==> src/rtl/pipe_ctrl.sv <==
// pipe_ctrl: central pipeline control for the 5-stage NPC pipeline.
//
// Sequences the IF/ID and ID/EX stage registers: flush on a taken jump or
// an interrupt, load-use stall, redirect-PC generation for the IFU, and an
// ebreak drain-and-halt sequence.
//
// Ports:
//   clk, rst                  clock, synchronous active-high reset
//   ex_jump, ex_jump_target   EX taken jump/branch and its target
//   intr_req, intr_vec        interrupt taken this cycle and trap vector
//   id_ebreak                 ebreak decoded in ID
//   id/ex/mem/wb_valid        stage valid bits
//   id_rs1/rs2, id_use_rs1/2  ID source indices and their read enables
//   ex_rd, ex_is_load         EX destination and load flag
//   flush_if_id, flush_id_ex  clear stage register valid (combinational)
//   stall_id                  hold ID, bubble into EX (combinational)
//   fetch_stop                IFU must not issue new fetches
//   redirect_valid/_pc        one-cycle registered redirect to the IFU
//   halted                    ebreak retired, sticky until reset
//   ctrl_state                FSM state for debug
//   flush_cnt, stall_cnt      perf counters
//
// Build option: define PIPE_CTRL_PERF_EN to enable the saturating perf
// counters; otherwise flush_cnt/stall_cnt are tied to zero.

module pipe_ctrl #(
    parameter int XLEN       = 64,
    parameter int REG_ADDR_W = 5
) (
    input  logic                  clk,
    input  logic                  rst,
    input  logic                  ex_jump,
    input  logic [XLEN-1:0]       ex_jump_target,
    input  logic                  intr_req,
    input  logic [XLEN-1:0]       intr_vec,
    input  logic                  id_ebreak,
    input  logic                  id_valid,
    input  logic                  ex_valid,
    input  logic                  mem_valid,
    input  logic                  wb_valid,
    input  logic [REG_ADDR_W-1:0] id_rs1,
    input  logic [REG_ADDR_W-1:0] id_rs2,
    input  logic                  id_use_rs1,
    input  logic                  id_use_rs2,
    input  logic [REG_ADDR_W-1:0] ex_rd,
    input  logic                  ex_is_load,
    output logic                  flush_if_id,
    output logic                  flush_id_ex,
    output logic                  stall_id,
    output logic                  fetch_stop,
    output logic                  redirect_valid,
    output logic [XLEN-1:0]       redirect_pc,
    output logic                  halted,
    output logic [1:0]            ctrl_state,
    output logic [31:0]           flush_cnt,
    output logic [31:0]           stall_cnt
);

    typedef enum logic [1:0] {
        RUN      = 2'd0,
        REDIRECT = 2'd1,
        DRAIN    = 2'd2,
        HALT     = 2'd3
    } state_e;

    state_e          state_q, state_d;
    logic            redirect_valid_q, redirect_valid_d;
    logic [XLEN-1:0] redirect_pc_q, redirect_pc_d;
    logic            halted_q, halted_d;

    logic jmp, ebk, evt, evt_ok, src_hit;

    assign jmp = ex_jump & ex_valid;
    assign ebk = id_ebreak & id_valid;
    assign evt = intr_req | jmp;

    // Jumps/interrupts act in RUN and DRAIN only; REDIRECT has already
    // flushed the pipeline and HALT ignores everything.
    assign evt_ok = (state_q == RUN) || (state_q == DRAIN);

    assign src_hit = (id_use_rs1 && (id_rs1 == ex_rd)) ||
                     (id_use_rs2 && (id_rs2 == ex_rd));

    assign flush_id_ex = evt_ok & evt;
    // DRAIN discards everything younger than the ebreak.
    assign flush_if_id = flush_id_ex | (state_q == DRAIN);
    assign stall_id    = (state_q == RUN) & id_valid & ex_valid & ex_is_load &
                         (ex_rd != '0) & src_hit & ~flush_id_ex;
    assign fetch_stop  = (state_q == DRAIN) || (state_q == HALT);

    always_comb begin
        state_d          = state_q;
        redirect_valid_d = 1'b0;
        redirect_pc_d    = redirect_pc_q;
        halted_d         = halted_q;
        case (state_q)
            RUN: begin
                if (evt) begin
                    state_d          = REDIRECT;
                    redirect_valid_d = 1'b1;
                    redirect_pc_d    = intr_req ? intr_vec : ex_jump_target;
                end else if (ebk) begin
                    state_d = DRAIN;
                end
            end
            REDIRECT: state_d = RUN;
            DRAIN: begin
                // An older jump/interrupt kills the ebreak and cancels the drain.
                if (evt) begin
                    state_d          = REDIRECT;
                    redirect_valid_d = 1'b1;
                    redirect_pc_d    = intr_req ? intr_vec : ex_jump_target;
                end else if (!ex_valid && !mem_valid && !wb_valid) begin
                    state_d  = HALT;
                    halted_d = 1'b1;
                end
            end
            HALT:    state_d = HALT;
            default: state_d = RUN;
        endcase
    end

    always_ff @(posedge clk) begin
        if (rst) begin
            state_q          <= RUN;
            redirect_valid_q <= 1'b0;
            redirect_pc_q    <= '0;
            halted_q         <= 1'b0;
        end else begin
            state_q          <= state_d;
            redirect_valid_q <= redirect_valid_d;
            redirect_pc_q    <= redirect_pc_d;
            halted_q         <= halted_d;
        end
    end

    assign redirect_valid = redirect_valid_q;
    assign redirect_pc    = redirect_pc_q;
    assign halted         = halted_q;
    assign ctrl_state     = state_q;

`ifdef PIPE_CTRL_PERF_EN
    logic [31:0] flush_cnt_q, stall_cnt_q;

    always_ff @(posedge clk) begin
        if (rst) begin
            flush_cnt_q <= '0;
            stall_cnt_q <= '0;
        end else begin
            if (flush_id_ex && (flush_cnt_q != '1)) flush_cnt_q <= flush_cnt_q + 32'd1;
            if (stall_id && (stall_cnt_q != '1))    stall_cnt_q <= stall_cnt_q + 32'd1;
        end
    end

    assign flush_cnt = flush_cnt_q;
    assign stall_cnt = stall_cnt_q;
`else
    assign flush_cnt = '0;
    assign stall_cnt = '0;
`endif

endmodule

==> config.mk <==
export PLATFORM = sky130hd
export DESIGN_NAME = pipe_ctrl
export DESIGN_NICKNAME = d
export VERILOG_FILES = /design/src/rtl/pipe_ctrl.sv
export SDC_FILE = /design/constraint.sdc
export NUM_CORES = 1
export LEC_CHECK = 0
export CORE_MARGIN = 10
export CORE_UTILIZATION = 37
export CTS_CLUSTER_SIZE = 25
export DETAILED_ROUTE_END_ITERATION = 8
export PLACE_DENSITY = 0.93
export SLEW_MARGIN = 40
export SYNTH_ARGS = -nofsm -noshare
export SYNTH_HDL_FRONTEND = slang
export SYNTH_SLANG_ARGS = --single-unit
==> constraint.sdc <==
create_clock -name clk -period 3.6 [get_ports clk]
set_clock_uncertainty 0.1 [all_clocks]
set_input_delay 0.36 -clock clk [delete_from_list [all_inputs] [get_ports clk]]
set_output_delay 0.36 -clock clk [all_outputs]
set_load 0.02 [all_outputs]
==> flow_summary.json <==
{
  "yosys.area_share.simple_pct": 8.106,
  "area_growth_pct": 59.34,
  "max_freq_ghz": 0.3640,
  "synth.mux.area_fraction_pct": 16.80,
  "finalCriticalPeriod_ns": 2.748,
  "placementRows": 36,
  "post_cts_buffers": 0,
  "p_sw_share_pct": 31.07,
  "place_ws_ns": 0.9046,
  "min_from": "redirect_pc[19]$_SDFFE_PP0P_",
  "route.detailed.drc": 0,
  "cts.sinks": 68,
  "worstReg2RegEnd": "redirect_pc[6]$_SDFFE_PP0P_",
  "clkPwrFrac_pct": 30.6,
  "htreeDepth": 3,
  "p_leak_nw": 2.462,
  "worst_slew_pin_slew_ns": 0.7975,
  "start_util_pct": 38.47,
  "yosys_warnings": 0,
  "p_int_mw": 1.621,
  "synth_compound_area_share_pct": 19.20,
  "post-route-period-util_pct": 76.32,
  "yosys.area.top_type": "dfxtp_1",
  "place.gp.congestion": 0.8946,
  "avgSynthCellArea_um2": 9.826,
  "synth_most_common_cell": "buf_4",
  "synth_xor_xnor_area_share_pct": 2.297,
  "overflow": 0,
  "clockBufferDepth": 2,
  "cts_hold_buf": 0,
  "ant_nets": 0,
  "yosysTopAreaCellShare_pct": 35.71,
  "fin_ws_ns": 0.8525,
  "vias": 3407,
  "hold_end": "redirect_pc[19]$_SDFFE_PP0P_",
  "slew_violations": 0,
  "synth_area_leaders": "dfxtp_1 (36%), mux2i_1 (17%), buf_4 (14%)",
  "min_delay_path_depth": 2,
  "clkTransAtPathRegs_ns": 0.07,
  "dp_cells": 718,
  "grt_pass1_wl_um": 19700,
  "yosys_register_bits": 68,
  "yosys-top-cells-count": "buf_4 (70), dfxtp_1 (68), nor2_1 (67)",
  "grt.total_usage_pct": 16.58,
  "cts_buffers": 9,
  "cts_tree": "done",
  "start_kind": "input port",
  "fin_nets": 751,
  "synth_top_family_by_area": "compound AO/OA/AOI/OAI gates",
  "crit_required_ns": 3.14,
  "final-hold-violation-count": 0,
  "io_buffers": 226,
  "antenna_cells": 0,
  "die_y_um": 121.5,
  "ys.flop_type": "dfxtp_1",
  "worstRegToRegCells": 5,
  "switchingPower_mw": 0.7305,
  "rr_startpoint": "ctrl_state[0]$_SDFFE_PP0P_",
  "ys_seq_area_share_pct": 35.71,
  "grt_max_degree": 130,
  "hold_class": "flip-flop to flip-flop",
  "clock_latency_ns": 0.32,
  "p_per_area_mw_per_mm2": 387.1,
  "pwr-share-seq_pct": 36.8,
  "grt_antenna_before_repair": 0,
  "drt-total-wl_um": 12810,
  "vias_per_cell": 4.642,
  "synthAdderAreaFrac_pct": 0,
  "critical_path_class": "input port to output port",
  "rrSetupSlack_ns": 1.76,
  "ir_worst_vdd_v": 0.0002143,
  "wl_per_cell_um": 17.45,
  "slew_headroom_pct": 46.83,
  "end_kind": "output port",
  "arrival_ns": 2.29,
  "layoutNonFillerInstCount": 734,
  "dp_hpwl_um": 10500,
  "pwr-share-comb_pct": 32.7,
  "cts_resized": 0,
  "run_status": "complete, no violations",
  "cap_viol_max_count": 0,
  "dieWidth_um": 121.5,
  "dr.pass1.iters": 4,
  "synthCells": 388,
  "tns_ns": 0,
  "syn_area_mm2": 0.003812,
  "grt_setup_unrepaired": "false",
  "root_buffer": "clkbuf_8",
  "fp.coreArea_mm2": 0.009910,
  "first_global_vias": 3766,
  "async_flop_share_pct": 0,
  "finalSetupViolations": 0,
  "cp_max_fo": 3,
  "io_pins": 291,
  "final_util_pct": 61.30,
  "dieArea_mm2": 0.01476,
  "synth_edf_count": 0,
  "drt_iter0_drc": 99,
  "ys_types": 27,
  "drive_above_1_share_pct": 10.48
}
## worst max-delay path by stage
stage | to | cells after the start | from | slack (ns)
finish | stall_id | 6 | ex_rd[1] | 0.85
CTS | stall_id | 6 | ex_rd[1] | 0.89
global placement | stall_id | 6 | ex_rd[1] | 0.97
global route | stall_id | 6 | ex_rd[1] | 0.72
detailed placement | stall_id | 6 | ex_rd[1] | 0.90
floorplan | stall_id | 4 | ex_rd[1] | 1.92
## power by group through the flow
stage	Combinational, mW	Sequential, mW	Clock, mW
floorplan	0.368	0.970	0
global placement	0.750	0.878	0
detailed placement	0.770	0.882	0
CTS	0.773	0.865	0.748
global route	0.825	0.874	0.783
finish	0.768	0.864	0.719
## flip-flops by register name, indices dropped and copies added (netlist names), named ones only
register	flops
redirect_pc	64
ctrl_state	1
halted	1
redirect_valid	1
## stage by stage
stage / hold WS (ns) / cell area (um^2) / power [mW]
floorplan: 0.4701 / 4049 / 1.338
global placement: 0.3859 / 5836 / 1.628
detailed placement: 0.3916 / 5843 / 1.652
CTS: 0.3953 / 6075 / 2.386
global route: 0.4022 / 6075 / 2.482
finish: 0.3990 / 6075 / 2.351
## metal layers
layer	share of wire, %	global-route usage, %	vias up
met3	12	7.911	14
met5	0	0	-
li1	-	-	1648
met4	1.6	5.067	0
met2	53	30.95	180
met1	34	15.66	1565
## cells by family after synthesis
logic type             count (synthesis)
AO/OA/AOI/OAI                         72
flip-flops                            68
buffers and inverters                 97
multiplexers                          64
other                                  1
XOR/XNOR                              10
AND/OR/NAND/NOR                       76
## final cells by class
type                    count  area [um^2]
fillers                   813         3835
repair buffers            228         2292
multi-input cells         286         2009
flip-flops and latches     68         1361
well taps                 133        166.4
clock buffers              10        137.6
clock inverters             6        93.84
inverters                   3        13.76
## critical path, cell delays in order
cell and delay (ns):
clkdlybuf4s50_1 0.46, xor2_1 0.20, nor4_1 0.34, nand3_1 0.12
a21oi_1 0.17, clkdlybuf4s50_1 0.63
## placed cells by master (no fill, tap or decap)
master | Yosys | layout
a21oi_1 | 3 | 3
or4_1 | 1 | 1
buf_12 | 0 | 1
inv_6 | 0 | 3
nor4_1 | 2 | 2
a41oi_1 | 1 | 1
a31oi_1 | 1 | 1
nor2_1 | 67 | 67
inv_4 | 0 | 1
xor2_1 | 8 | 8
nor3_1 | 2 | 2
a21oi_2 | 1 | 1
clkdlybuf4s50_1 | 0 | 224
mux2i_1 | 64 | 64
clkbuf_8 | 0 | 10
dfxtp_1 | 68 | 68
or2_4 | 1 | 1
conb_1 | 1 | 64
a211oi_1 | 24 | 24
nand4b_1 | 1 | 1
buf_4 | 70 | 1
nand3_1 | 2 | 2
o21ai_0 | 1 | 1
buf_6 | 5 | 2
inv_1 | 2 | 2
clkinvlp_4 | 0 | 1
a211oi_2 | 40 | 40
xnor2_1 | 2 | 2
bufinv_16 | 0 | 2
o211ai_1 | 1 | 1
(Power assumes the default switching activity.)
